## config.mk

```make
export PLATFORM = sky130hd
export DESIGN_NAME = dac_frame_scheduler_flat
export DESIGN_NICKNAME = d
export VERILOG_FILES = /design/src/rtl/dac_frame_scheduler_pkg.sv /design/src/rtl/dac_frame_scheduler_if.sv /design/src/rtl/dac_frame_scheduler_rr_arbiter.sv /design/src/rtl/dac_frame_scheduler.sv /design/src/flat_wrapper.sv
export SDC_FILE = /design/constraint.sdc
export NUM_CORES = 1
export LEC_CHECK = 0
export CORE_ASPECT_RATIO = 1.2
export CORE_MARGIN = 1
export CORE_UTILIZATION = 35
export DETAILED_ROUTE_END_ITERATION = 6
export GPL_ROUTABILITY_DRIVEN = 0
export HOLD_SLACK_MARGIN = 0.08
export PLACE_DENSITY_LB_ADDON = 0.3
export SLEW_MARGIN = 40
export SYNTH_ARGS = -nofsm -noshare
export SYNTH_HDL_FRONTEND = slang
export SYNTH_SLANG_ARGS = --single-unit
```

## constraint.sdc

```tcl
create_clock -name i_Clock -period 3.2 [get_ports i_Clock]
set_input_delay 0.8 -clock i_Clock [delete_from_list [all_inputs] [get_ports i_Clock]]
set_output_delay 0.8 -clock i_Clock [all_outputs]
set_load 0.1 [all_outputs]
```

## src/rtl/dac_frame_scheduler_pkg.sv

```systemverilog
// ---------------------------------------------------------------------------
// dac_pkg
// Shared definitions for the DAC frame scheduler: iCE40 hard-SPI system-bus
// register addresses, the configuration values written to them, SPISR bit
// positions, the scheduler state enum and helpers that build frame words and
// per-state bus accesses.
// ---------------------------------------------------------------------------
package dac_pkg;

    // Hard-SPI system-bus register map
    localparam logic [7:0] ADDR_SPICR1  = 8'h09;
    localparam logic [7:0] ADDR_SPICR2  = 8'h0A;
    localparam logic [7:0] ADDR_SPISR   = 8'h0C;
    localparam logic [7:0] ADDR_SPITXDR = 8'h0D;
    localparam logic [7:0] ADDR_SPICSR  = 8'h0F;

    // Configuration values
    localparam logic [7:0] CR1_ENABLE  = 8'h80;
    localparam logic [7:0] CR2_MASTER  = 8'h80;
    localparam logic [7:0] CR2_CS_HOLD = 8'hC0;
    localparam logic [7:0] CSR_CS0     = 8'h01;

    // SPISR status bits
    localparam int SR_TIP_BIT  = 7;
    localparam int SR_TRDY_BIT = 4;

    typedef enum logic [3:0] {
        ST_INIT_CR1,
        ST_INIT_CR2,
        ST_INIT_CSR,
        ST_IDLE,
        ST_CS_ON,
        ST_POLL_HI,
        ST_TX_HI,
        ST_POLL_LO,
        ST_TX_LO,
        ST_POLL_END,
        ST_CS_OFF
    } sched_state_t;

    typedef struct packed {
        logic       wr;
        logic [7:0] addr;
        logic [7:0] data;
    } sb_access_t;

    // Frame word: channel number in the top two bits, data in the low twelve.
    function automatic logic [15:0] buildFrame(input logic [1:0] ch, input logic [11:0] data);
        return {ch, 2'b00, data};
    endfunction

    // Bus access issued by each state; IDLE issues none.
    function automatic sb_access_t accessFor(input sched_state_t st, input logic [15:0] frame);
        sb_access_t acc;
        acc = '0;
        case (st)
            ST_INIT_CR1: acc = '{wr: 1'b1, addr: ADDR_SPICR1,  data: CR1_ENABLE};
            ST_INIT_CR2: acc = '{wr: 1'b1, addr: ADDR_SPICR2,  data: CR2_MASTER};
            ST_INIT_CSR: acc = '{wr: 1'b1, addr: ADDR_SPICSR,  data: CSR_CS0};
            ST_CS_ON:    acc = '{wr: 1'b1, addr: ADDR_SPICR2,  data: CR2_CS_HOLD};
            ST_POLL_HI,
            ST_POLL_LO,
            ST_POLL_END: acc = '{wr: 1'b0, addr: ADDR_SPISR,   data: 8'h00};
            ST_TX_HI:    acc = '{wr: 1'b1, addr: ADDR_SPITXDR, data: frame[15:8]};
            ST_TX_LO:    acc = '{wr: 1'b1, addr: ADDR_SPITXDR, data: frame[7:0]};
            ST_CS_OFF:   acc = '{wr: 1'b1, addr: ADDR_SPICR2,  data: CR2_MASTER};
            default:     acc = '0;
        endcase
        return acc;
    endfunction

endpackage

```

## src/rtl/dac_frame_scheduler_if.sv

```systemverilog
// ---------------------------------------------------------------------------
// dac_frame_scheduler_if
// System-bus link between the scheduler (master) and the DAC_SPI hard-IP
// wrapper (slave).
//   SB_Stb   : access strobe, held until acknowledged
//   SB_Wr    : 1 = write, 0 = read
//   SB_Addr  : register address
//   SB_WData : write data
//   SB_RData : read data, valid in the ack cycle
//   SB_Ack   : transfer acknowledge
// ---------------------------------------------------------------------------
interface dac_frame_scheduler_if;
    logic       SB_Stb;
    logic       SB_Wr;
    logic [7:0] SB_Addr;
    logic [7:0] SB_WData;
    logic [7:0] SB_RData;
    logic       SB_Ack;

    modport master (
        output SB_Stb, SB_Wr, SB_Addr, SB_WData,
        input  SB_RData, SB_Ack
    );

    modport slave (
        input  SB_Stb, SB_Wr, SB_Addr, SB_WData,
        output SB_RData, SB_Ack
    );
endinterface

```

## src/rtl/dac_frame_scheduler_rr_arbiter.sv

```systemverilog
// ---------------------------------------------------------------------------
// rr_arbiter
// Round-robin arbiter for up to four requesters. The grant is combinational
// from the request vector and the priority pointer; the pointer moves to the
// channel after the winner only when the grant is accepted.
//   clk_i, rst_ni : clock, async active-low reset
//   req_i         : request vector
//   accept_i      : the current grant is taken this cycle
//   grant_o       : one-hot grant (all zero with no request)
//   idx_o         : index of the granted channel
// ---------------------------------------------------------------------------
module rr_arbiter #(
    parameter int NUM_CH = 4
) (
    input  logic              clk_i,
    input  logic              rst_ni,
    input  logic [NUM_CH-1:0] req_i,
    input  logic              accept_i,
    output logic [NUM_CH-1:0] grant_o,
    output logic [1:0]        idx_o
);

    logic [1:0] ptr_q;

    // Scan the channels starting at the pointer, wrapping past the last one;
    // the first requester found wins.
    always_comb begin
        int  c;
        logic found;
        grant_o = '0;
        idx_o   = 2'd0;
        found   = 1'b0;
        c       = 0;
        for (int k = 0; k < NUM_CH; k++) begin
            c = int'(ptr_q) + k;
            if (c >= NUM_CH) begin
                c = c - NUM_CH;
            end
            if (!found && req_i[c]) begin
                found      = 1'b1;
                grant_o[c] = 1'b1;
                idx_o      = 2'(c);
            end
        end
    end

    // The next search begins one past the channel just served. With a single
    // channel this keeps the pointer at zero.
    always_ff @(posedge clk_i or negedge rst_ni) begin
        if (!rst_ni) begin
            ptr_q <= 2'd0;
        end else if (accept_i) begin
            ptr_q <= (idx_o == 2'(NUM_CH - 1)) ? 2'd0 : idx_o + 2'd1;
        end
    end

endmodule

```

## src/rtl/dac_frame_scheduler.sv

```systemverilog
// ---------------------------------------------------------------------------
// dac_frame_scheduler
// Arbitrates up to four DAC channel requesters and sequences the hard-SPI
// system-bus accesses that ship one 16-bit frame per grant: one-time init
// (enable, master mode, CS0), then per frame CS hold, TRDY polls around two
// TXDR writes, a final idle poll and CS release.
//
// Parameters:
//   NUM_CH      : number of requesters (1..4)
//   TIMEOUT_CYC : ack watchdog limit in cycles (watchdog build only)
// Ports:
//   i_Clock, i_Reset_n : clock, asynchronous active-low reset
//   i_Req              : per-channel level requests
//   i_Data             : channel k value at bits [12k+11:12k]
//   o_Grant            : one-cycle one-hot pulse when data is latched
//   o_Ready            : init sequence done
//   o_Busy             : frame in progress
//   o_Error            : sticky ack-timeout flag
//   sb                 : system-bus master port
//
// Build option: define DAC_SCHED_TIMEOUT_EN to enable the ack watchdog.
// Without it an access waits indefinitely for ack and o_Error stays 0.
// ---------------------------------------------------------------------------
module dac_frame_scheduler
    import dac_pkg::*;
#(
    parameter int NUM_CH      = 4,
    parameter int TIMEOUT_CYC = 255
) (
    input  logic                 i_Clock,
    input  logic                 i_Reset_n,
    input  logic [NUM_CH-1:0]    i_Req,
    input  logic [NUM_CH*12-1:0] i_Data,
    output logic [NUM_CH-1:0]    o_Grant,
    output logic                 o_Ready,
    output logic                 o_Busy,
    output logic                 o_Error,
    dac_frame_scheduler_if.master sb
);

    if (NUM_CH < 1 || NUM_CH > 4) begin : g_bad_num_ch
        $error("NUM_CH must be in 1..4");
    end
    if (TIMEOUT_CYC < 1) begin : g_bad_timeout
        $error("TIMEOUT_CYC must be at least 1");
    end

    sched_state_t      state_q;
    logic              stb_q;
    logic              wr_q;
    logic [7:0]        addr_q;
    logic [7:0]        wdata_q;
    logic [15:0]       frame_q;
    logic [NUM_CH-1:0] grant_q;
    logic              ready_q;
    logic              busy_q;

    logic [NUM_CH-1:0] arbGrant;
    logic [1:0]        arbIdx;
    logic              accept;
    logic [11:0]       selData;
    logic [15:0]       newFrame;
    sb_access_t        curAccess;
    sb_access_t        csOnAccess;
    logic              timeoutHit;
    logic              srTrdy;
    logic              srTip;
    logic              unusedSrBits;

    rr_arbiter #(.NUM_CH(NUM_CH)) u_arb (
        .clk_i   (i_Clock),
        .rst_ni  (i_Reset_n),
        .req_i   (i_Req),
        .accept_i(accept),
        .grant_o (arbGrant),
        .idx_o   (arbIdx)
    );

    // Requests are only looked at in IDLE, where the strobe is always low.
    assign accept     = (state_q == ST_IDLE) && (|i_Req);
    assign selData    = i_Data[int'(arbIdx)*12 +: 12];
    assign newFrame   = buildFrame(arbIdx, selData);
    assign curAccess  = accessFor(state_q, frame_q);
    assign csOnAccess = accessFor(ST_CS_ON, newFrame);

    assign srTrdy       = sb.SB_RData[SR_TRDY_BIT];
    assign srTip        = sb.SB_RData[SR_TIP_BIT];
    assign unusedSrBits = ^{sb.SB_RData[6:5], sb.SB_RData[3:0]};

`ifdef DAC_SCHED_TIMEOUT_EN
    localparam int CNT_W = $clog2(TIMEOUT_CYC + 1);

    logic [CNT_W-1:0] ackCnt_q;
    logic             error_q;

    // Counts cycles the current strobe has waited for ack; restarts whenever
    // the strobe is low or the access completes.
    always_ff @(posedge i_Clock or negedge i_Reset_n) begin
        if (!i_Reset_n) begin
            ackCnt_q <= '0;
        end else if (!stb_q || sb.SB_Ack || timeoutHit) begin
            ackCnt_q <= '0;
        end else begin
            ackCnt_q <= ackCnt_q + 1'b1;
        end
    end

    assign timeoutHit = stb_q && !sb.SB_Ack && (ackCnt_q == CNT_W'(TIMEOUT_CYC - 1));

    // Once set, the error flag only clears through reset.
    always_ff @(posedge i_Clock or negedge i_Reset_n) begin
        if (!i_Reset_n) begin
            error_q <= 1'b0;
        end else if (timeoutHit) begin
            error_q <= 1'b1;
        end
    end

    assign o_Error = error_q;
`else
    assign timeoutHit = 1'b0;
    assign o_Error    = 1'b0;
`endif

    // Scheduler FSM and bus sequencer. Every non-IDLE state issues one access:
    // the strobe rises with the state's address/data, is held until ack, then
    // drops for at least one cycle while the state advances. The grant cycle
    // in IDLE raises the CS-hold strobe directly so bus activity starts with
    // the grant.
    always_ff @(posedge i_Clock or negedge i_Reset_n) begin
        if (!i_Reset_n) begin
            state_q <= ST_INIT_CR1;
            stb_q   <= 1'b0;
            wr_q    <= 1'b0;
            addr_q  <= 8'h00;
            wdata_q <= 8'h00;
            frame_q <= 16'h0000;
            grant_q <= '0;
            ready_q <= 1'b0;
            busy_q  <= 1'b0;
        end else begin
            grant_q <= '0;
            if (timeoutHit) begin
                stb_q   <= 1'b0;
                ready_q <= 1'b0;
                busy_q  <= 1'b0;
                state_q <= ST_INIT_CR1;
            end else if (state_q == ST_IDLE) begin
                if (accept) begin
                    grant_q <= arbGrant;
                    frame_q <= newFrame;
                    busy_q  <= 1'b1;
                    state_q <= ST_CS_ON;
                    stb_q   <= 1'b1;
                    wr_q    <= csOnAccess.wr;
                    addr_q  <= csOnAccess.addr;
                    wdata_q <= csOnAccess.data;
                end
            end else if (!stb_q) begin
                stb_q   <= 1'b1;
                wr_q    <= curAccess.wr;
                addr_q  <= curAccess.addr;
                wdata_q <= curAccess.data;
            end else if (sb.SB_Ack) begin
                stb_q <= 1'b0;
                case (state_q)
                    ST_INIT_CR1: state_q <= ST_INIT_CR2;
                    ST_INIT_CR2: state_q <= ST_INIT_CSR;
                    ST_INIT_CSR: begin
                        state_q <= ST_IDLE;
                        ready_q <= 1'b1;
                    end
                    ST_CS_ON:    state_q <= ST_POLL_HI;
                    ST_POLL_HI:  if (srTrdy) state_q <= ST_TX_HI;
                    ST_TX_HI:    state_q <= ST_POLL_LO;
                    ST_POLL_LO:  if (srTrdy) state_q <= ST_TX_LO;
                    ST_TX_LO:    state_q <= ST_POLL_END;
                    ST_POLL_END: if (srTrdy && !srTip) state_q <= ST_CS_OFF;
                    ST_CS_OFF: begin
                        state_q <= ST_IDLE;
                        busy_q  <= 1'b0;
                    end
                    default:     state_q <= ST_INIT_CR1;
                endcase
            end
        end
    end

    assign o_Grant     = grant_q;
    assign o_Ready     = ready_q;
    assign o_Busy      = busy_q;
    assign sb.SB_Stb   = stb_q;
    assign sb.SB_Wr    = wr_q;
    assign sb.SB_Addr  = addr_q;
    assign sb.SB_WData = wdata_q;

endmodule

```

## src/flat_wrapper.sv

```systemverilog
// flat-port wrapper written by rule: the top's interface ports become plain ports
module dac_frame_scheduler_flat import dac_pkg::*;
#(
    parameter int NUM_CH      = 4,
    parameter int TIMEOUT_CYC = 255
)
  (i_Clock, i_Reset_n, i_Req, i_Data, o_Grant, o_Ready, o_Busy, o_Error, sb_SB_Stb, sb_SB_Wr, sb_SB_Addr, sb_SB_WData, sb_SB_RData, sb_SB_Ack);
  dac_frame_scheduler_if sb_i ();
  input  logic i_Clock;
  input  logic i_Reset_n;
  input  logic [NUM_CH-1:0] i_Req;
  input  logic [NUM_CH*12-1:0] i_Data;
  output logic [NUM_CH-1:0] o_Grant;
  output logic o_Ready;
  output logic o_Busy;
  output logic o_Error;
  output wire logic [$bits(sb_i.SB_Stb)-1:0] sb_SB_Stb;
  output wire logic [$bits(sb_i.SB_Wr)-1:0] sb_SB_Wr;
  output wire logic [$bits(sb_i.SB_Addr)-1:0] sb_SB_Addr;
  output wire logic [$bits(sb_i.SB_WData)-1:0] sb_SB_WData;
  input wire logic [$bits(sb_i.SB_RData)-1:0] sb_SB_RData;
  input wire logic [$bits(sb_i.SB_Ack)-1:0] sb_SB_Ack;
  assign sb_SB_Stb = sb_i.SB_Stb;
  assign sb_SB_Wr = sb_i.SB_Wr;
  assign sb_SB_Addr = sb_i.SB_Addr;
  assign sb_SB_WData = sb_i.SB_WData;
  assign sb_i.SB_RData = sb_SB_RData;
  assign sb_i.SB_Ack = sb_SB_Ack;
  dac_frame_scheduler #(.NUM_CH(NUM_CH), .TIMEOUT_CYC(TIMEOUT_CYC)) u_core (.i_Clock(i_Clock), .i_Reset_n(i_Reset_n), .i_Req(i_Req), .i_Data(i_Data), .o_Grant(o_Grant), .o_Ready(o_Ready), .o_Busy(o_Busy), .o_Error(o_Error), .sb(sb_i));
endmodule
```

==> reports/results.txt, run 1 <==
status = complete, no violations
post-synthesis compound-gate area fraction = 28.79%
gr usage total = 17.73%
NumNets Final = 409
I/O Buffers = 76
CTS Hold Bufs = 0
Crit Path Class = primary input to register
#FFs+latches synth = 40
pin count of the biggest net entering global routing = 41
leakage = 1.543 nW
clock latency on the worst-skew pair = 0.29 ns
Worst-path clk slew = 0.09 ns
Design Power = 0.003414 W
CTS tree = built
Ports = 88
DRC violations left = 0
Avg Inst Size Synth = 10.08 µm²
clock skew = 0.009801 ns
initial core utilization = 36.90%
DP Area = 3450 µm²
ys async rst share = 100.0%
die area = 7662 µm²
worst path required time = 3.43 ns
Routed WL = 6408 µm
HP Class = primary input to async pin
share of cells above drive strength 1 = 23.32%
# resized after CTS = 0
VDD IR-drop max = 0.6757 mV
Setup TNS = 0 ns
max cap viols = 0
fin. max-slew vios = 0
number of synthesized flops with an enable pin = 0
Mapped Area = 2560 µm²
Routed WL per cell = 14.90 µm
dpl cells = 422
CP Data Arrival Time = 3.30 ns
CP Max Fanout = 12
area grow syn2layout = 39.25%
vias = 2325
vias in the first global route = 2302
Overflow after GRT = 0
CTS H-tree lvls = 2
R2R setup slack = 0.52 ns
first-pass GRT wire length = 10480 µm
RSZ-0062 raised after global routing = no
post-synthesis mux area share = 7.283%
crit end category = register
largest family of logic cells by synthesized area = compound AO/OA/AOI/OAI gates
final instance area = 3565 µm²
DRT iter0 DRCs = 123
initial antenna violation count = 0
slew margin rel. = 57.95%
drt pass-1 iters = 5
synth warn = 0
post-CTS setup buffer count = 0
Post-DP HPWL = 4940 µm
row cnt = 33
Post-Synth XOR/XNOR Area = 0.3421%
adder-cell share of the synthesized area = 2.346%
CTS Root Cell = clkbuf_8
post-synthesis cell count = 254
final hold violation count = 0
worst hold margin = 0.4706 ns
startpoint types = primary input
clk sink count = 40
register area share after synthesis = 39.10%
routed vias/inst = 5.407
Top FF cell, synth = dfrtp_1
remaining antenna violation count = 0
top achievable clock speed = 325.0 MHz
Final setup viols = 0
distinct cell type count after synthesis = 61
Slew @ Worst Pin = 0.6260 ns
area of the core = 6937 µm²
CTS Buffer Depth = 2
DIE WIDTH = 80.07 µm
Power Density = 957.6 nW/µm²
Post-Synth Simple-Gate Area = 14.47%
Die Height = 95.69 µm
fin crit period = 3.077 ns
final worst-path cycle share = 96.15%
CTS Buf Count = 5
Cell Count, Final, Fillers Out = 430
antenna cells = 0
-- critical path: stages --
cell,delay [ns]
clkdlybuf4s50_1,0.55
mux4_2,0.51
nor2b_4,0.15
or4_4,0.50
a2111oi_4,0.43
buf_12,0.19
a222oi_1,0.08
o21ai_1,0.09
-- cell usage after synthesis, drive strengths merged, types with 2 or more instances --
| cell type | instances | share of area (%) |
|---|---|---|
| dfrtp | 40 | 39 |
| nor2 | 20 | 2.9 |
| nand2 | 19 | 2.8 |
| o21ai | 19 | 4.6 |
| buf | 16 | 4.9 |
| mux2i | 13 | 5.1 |
| a21oi | 12 | 2.3 |
| a222oi | 11 | 4.3 |
| inv | 10 | 1.5 |
| clkbuf | 8 | 1.2 |
| a22oi | 7 | 2.6 |
| nand2b | 7 | 1.7 |
| nor2b | 5 | 1.5 |
| a2111oi | 4 | 3.1 |
| a221oi | 4 | 1.4 |
| ha | 4 | 2.0 |
| or2 | 4 | 0.98 |
| a22o | 3 | 1.0 |
| a31oi | 3 | 0.73 |
| o211ai | 3 | 1.5 |
| o32a | 3 | 1.2 |
| a211oi | 2 | 0.78 |
| a221o | 2 | 0.78 |
| a32o | 2 | 0.78 |
| mux4 | 2 | 1.8 |
| nand3 | 2 | 0.39 |
| nand3b | 2 | 0.59 |
| nor3 | 2 | 0.39 |
| nor4bb | 2 | 0.78 |
| or3b | 2 | 0.68 |
-- worst paths after layout --
| path | start | to | cells after the start |
|---|---|---|---|
| min in group i_Clock | u_core.o_Ready | u_core.o_Ready | 2 |
| min reg2reg | u_core.o_Ready | u_core.o_Ready | 2 |
| max reg2reg | u_core.u_arb.ptr_q[0] | u_core.frame_q[1] | 9 |
| max in group asynchronous | i_Reset_n | u_core.sb.SB_WData[6] | 1 |
| max | i_Req[2] | u_core.frame_q[1] | 8 |
| min | i_Reset_n | u_core.o_Grant[0] | 1 |
-- placed cells by master, fill, tap and decap left out, drive strengths merged, types with 7 or more instances in the layout --
| cell type | netlist | layout |
|---|---|---|
| nor2 | 20 | 20 |
| a222oi | 11 | 11 |
| inv | 10 | 11 |
| nand2b | 7 | 7 |
| mux2i | 13 | 13 |
| nand2 | 19 | 19 |
| clkdlybuf4s50 | 0 | 55 |
| o21ai | 19 | 19 |
| buf | 16 | 46 |
| dfrtp | 40 | 40 |
| a22oi | 7 | 7 |
| a21oi | 12 | 12 |
-- layout make-up --
| class | instances | area (µm²) |
|---|---|---|
| Fill cell | 664 | 3372 |
| Inverter | 10 | 37.54 |
| Clock buffer | 5 | 68.82 |
| Tap cell | 87 | 108.9 |
| Sequential cell | 40 | 1001 |
| Clock inverter | 3 | 46.29 |
| Timing Repair Buffer | 101 | 920.9 |
| Multi-Input combinational cell | 184 | 1381 |
-- sequential cells by signal, indices dropped and copies added, names as in the netlist --
| name | cells |
|---|---|
| u_core.state_q | 4 |
| u_core.sb.SB_WData | 8 |
| u_core.frame_q | 14 |
| u_core.sb.SB_Addr | 4 |
| u_core.o_Ready | 1 |
| u_core.o_Busy | 1 |
| u_core.sb.SB_Wr | 1 |
| u_core.u_arb.ptr_q | 2 |
| u_core.o_Grant | 4 |
| u_core.sb.SB_Stb | 1 |
-- cells by family after synthesis --
kind of cell             after synthesis
AO/OA/AOI/OAI                         86
XOR/XNOR                               1
adder cells (fa/ha/maj)                5
buffers and inverters                 34
flip-flops                            40
multiplexers                          16
other                                  1
AND/OR/NAND/NOR                       71
-- routing by layer --
layer	routed length [µm]	up-vias	global-route usage [%]
met3	313	2	3.254
met5	0	-	0
met4	30	0	5.506
met2	3313	74	31.13
li1	-	1123	-
met1	2750	1126	21.91
-- power by group --
group	switching [W]	internal (W)
Clock	0.000183	0.000235
Sequential	0.000173	0.000695
Combinational	0.00133	0.000802
Total	0.00168	0.00173
-- stage by stage --
step           setup slack [ns]  utilization, %
2_1_floorplan            0.3044               -
3_3_place_gp            -0.1449           49.69
3_5_place_dp            -0.1746           49.73
4_1_cts                  0.1415           51.39
5_1_grt                 0.02875           51.39
6_report                 0.1232           51.39
No activity file was read; power rests on OpenSTA's default activity.
==> inputs of run 2 (changes only) <==
--- a/config.mk
+++ b/config.mk
@@ -8,6 +8,8 @@
 export CORE_ASPECT_RATIO = 1.2
 export CORE_MARGIN = 1
 export CORE_UTILIZATION = 35
+export CTS_BUF_LIST = sky130_fd_sc_hd__clkbuf_8
+export CTS_CLUSTER_SIZE = 12
 export DETAILED_ROUTE_END_ITERATION = 6
 export GPL_ROUTABILITY_DRIVEN = 0
 export HOLD_SLACK_MARGIN = 0.08
==> results of run 2 <==
No change in the layout: final DEF, timing and power equal those of run 1.
==> RTL change (flow settings as in run 1) <==
`NUM_CH` is set to 4 in 3 places; all go to 2. Comments in the files are not updated.
--- a/src/rtl/dac_frame_scheduler_rr_arbiter.sv
+++ b/src/rtl/dac_frame_scheduler_rr_arbiter.sv
@@ -11,5 +11,5 @@
 // ---------------------------------------------------------------------------
 module rr_arbiter #(
-    parameter int NUM_CH = 4
+    parameter int NUM_CH = 2
 ) (
     input  logic              clk_i,
--- a/src/rtl/dac_frame_scheduler.sv
+++ b/src/rtl/dac_frame_scheduler.sv
@@ -25,5 +25,5 @@
     import dac_pkg::*;
 #(
-    parameter int NUM_CH      = 4,
+    parameter int NUM_CH      = 2,
     parameter int TIMEOUT_CYC = 255
 ) (
--- a/src/flat_wrapper.sv
+++ b/src/flat_wrapper.sv
@@ -2,5 +2,5 @@
 module dac_frame_scheduler_flat import dac_pkg::*;
 #(
-    parameter int NUM_CH      = 4,
+    parameter int NUM_CH      = 2,
     parameter int TIMEOUT_CYC = 255
 )
Ports: changed (resized i_Data, i_Req and o_Grant); port bits go from 88 to 60. The function was not compared with the original's and may differ.
==> RTL change against run 1 <==
  * Sequential cell count shrank 2
  * Routed wire length shrank 34%
  * Area after synthesis shrank 24%
  * Setup slack gained 0.84 ns
  * Final area shrank 31%
  * Register-to-register slack gained 0.61 ns
  * Worst hold slack gained 0.0036 ns
  * Total power shrank 27%
  * Critical endpoint is now u_core.sb.SB_WData[4]
  * Highest routed layer unchanged
==> RTL change: results (changes against run 1) <==
- Outcome: complete, no violations (unchanged)
- Seq/Total Area, Yosys: 48.6% (was 39.1%)
- First-pass GRT wire length: 7.18 mm (was 10.5 mm)
- Longest Clk Path Bufs: 2 (unchanged)
- Cell Count, Final, Fillers Out: 303 (was 430)
- Largest register FFs: 14 (unchanged)
- PortBufs: 48 (was 76)
- Setup Slack @ Placement: 0.657 ns (was -0.175 ns)
- Worst Path Max Fanout: 13 (was 12)
- Biggest register: u_core.frame_q (unchanged)
- Clock skew: 0.00496 ns (was 0.00980 ns)
- Placed inst area: 2380 µm² (was 3450 µm²)
- Pleak: 1.12 nW (was 1.54 nW)
- Yosys Warn Count: 0 (unchanged)
- Routed wire per std cell: 13.9 µm (was 14.9 µm)
- Post-synth top cells: 38 x dfrtp_1, 29 x nand2_1, 25 x o21ai_0 (was 40 x dfrtp_1, 20 x nor2_1, 19 x nand2_1)
- Final setup margin: 0.962 ns (was 0.123 ns)
- Max IR drop VDD: 374 µV (was 676 µV)
- Min-Delay Path Class: input port to async pin (unchanged)
- Placed cell count: 296 (was 422)
- Netlist cell types: 47 (was 61)
- Measured slew at the worst slew-check pin: 0.693 ns (was 0.626 ns)
- Ys async rst share: 100% (unchanged)
- GRT Total Usage: 15.3% (was 17.7%)
- Final nets: 278 (was 409)
- Pre-Repair DR Iteration Count: 4 (was 5)
- Main flop type after synthesis: dfrtp_1 (unchanged)
- R2R Setup Slk: 1.13 ns (was 0.52 ns)
- Hpwl dp: 3.08 mm (was 4.94 mm)
- Initial antenna violation count: 0 (unchanged)
- Syn Inst Count: 199 (was 254)
- Clk slew on worst S/H paths: 0.07 ns (was 0.09 ns)
- Fin Hold WS: 0.474 ns (was 0.471 ns)
- Drt initial violations: 86 (was 123)
- # H-tree levels: 2 (unchanged)
- Ratio of cells with drive above 1 in the final layout: 14.1% (was 23.3%)
- Number of global-route vias before repair: 1528 (was 2302)
- # Post-CTS Setup Buffers: 0 (unchanged)
- Clk_lat worst skew: 0.28 ns
- Synth top area cells: dfrtp_1 49%, o21ai_0 6.4%, mux2i_1 6.1% (was dfrtp_1 39%, mux2i_1 5.1%, a222oi_1 4.3%)
- Pin count of the biggest net entering global routing: 39 (was 41)
- TritonCTS buffer count: 5 (unchanged)
- Vias per cell: 5.20 (was 5.41)
- Resize count post-CTS: 0 (unchanged)
- Root Driver: clkbuf_8 (unchanged)
- Worst EP arrival: 2.46 ns (was 3.30 ns)
- N_diodes: 0 (unchanged)
RTL change: path summary, 6_finish.rpt:
check / from / to / cells past startpoint
max reg2reg: u_core.state_q[0] / u_core.sb.SB_WData[4] / 3
min reg2reg: u_core.frame_q[8] / u_core.frame_q[8] / 2
min: i_Reset_n / u_core.frame_q[14] / 1
max in group asynchronous: i_Reset_n / u_core.sb.SB_WData[0] / 1
max: i_Req[1] / u_core.sb.SB_WData[4] / 4
min in group i_Clock: u_core.frame_q[8] / u_core.frame_q[8] / 2
RTL change: worst max-delay path: stages:
cell and delay [ns]:
clkdlybuf4s50_1 0.52, or2_4 0.33, mux2i_2 0.57, a22o_1 0.24
RTL change: cell type report:
cell class              instances  area [µm²]
clock buffers                   7        76.3
repair buffers                 50         448
well taps                      62        77.6
fillers                       531        2880
inverters                       3        11.3
multi-input cells             143         892
flip-flops and latches         38         951
RTL change: per-layer routing:
| layer | track usage [%] | wire length [µm] | vias up | share of wire, % |
|---|---|---|---|---|
| li1 | - | - | 775 | - |
| met1 | 18.1 | 1720 | 755 | 41 |
| met2 | 27.1 | 2270 | 41 | 54 |
| met3 | 2.66 | 132 | 6 | 3.1 |
| met4 | 6.18 | 76 | 0 | 1.8 |
| met5 | 0 | 0 | - | 0 |
RTL change: kinds of logic after synthesis:
family	synth area share, %
AOI/OAI and AO/OA	21.1
buffers and inverters	6.53
DFF	48.6
muxes	7.61
other	0.192
and+or+nand+nor	15.9
RTL change: report_power, final:
part / total (W) / internal (W) / switching (W)
Sequential: 0.000888 / 0.000663 / 0.000224
Clock: 0.000306 / 0.000150 / 0.000156
Combinational: 0.00131 / 0.000407 / 0.000902
Total: 0.00250 / 0.00122 / 0.00128
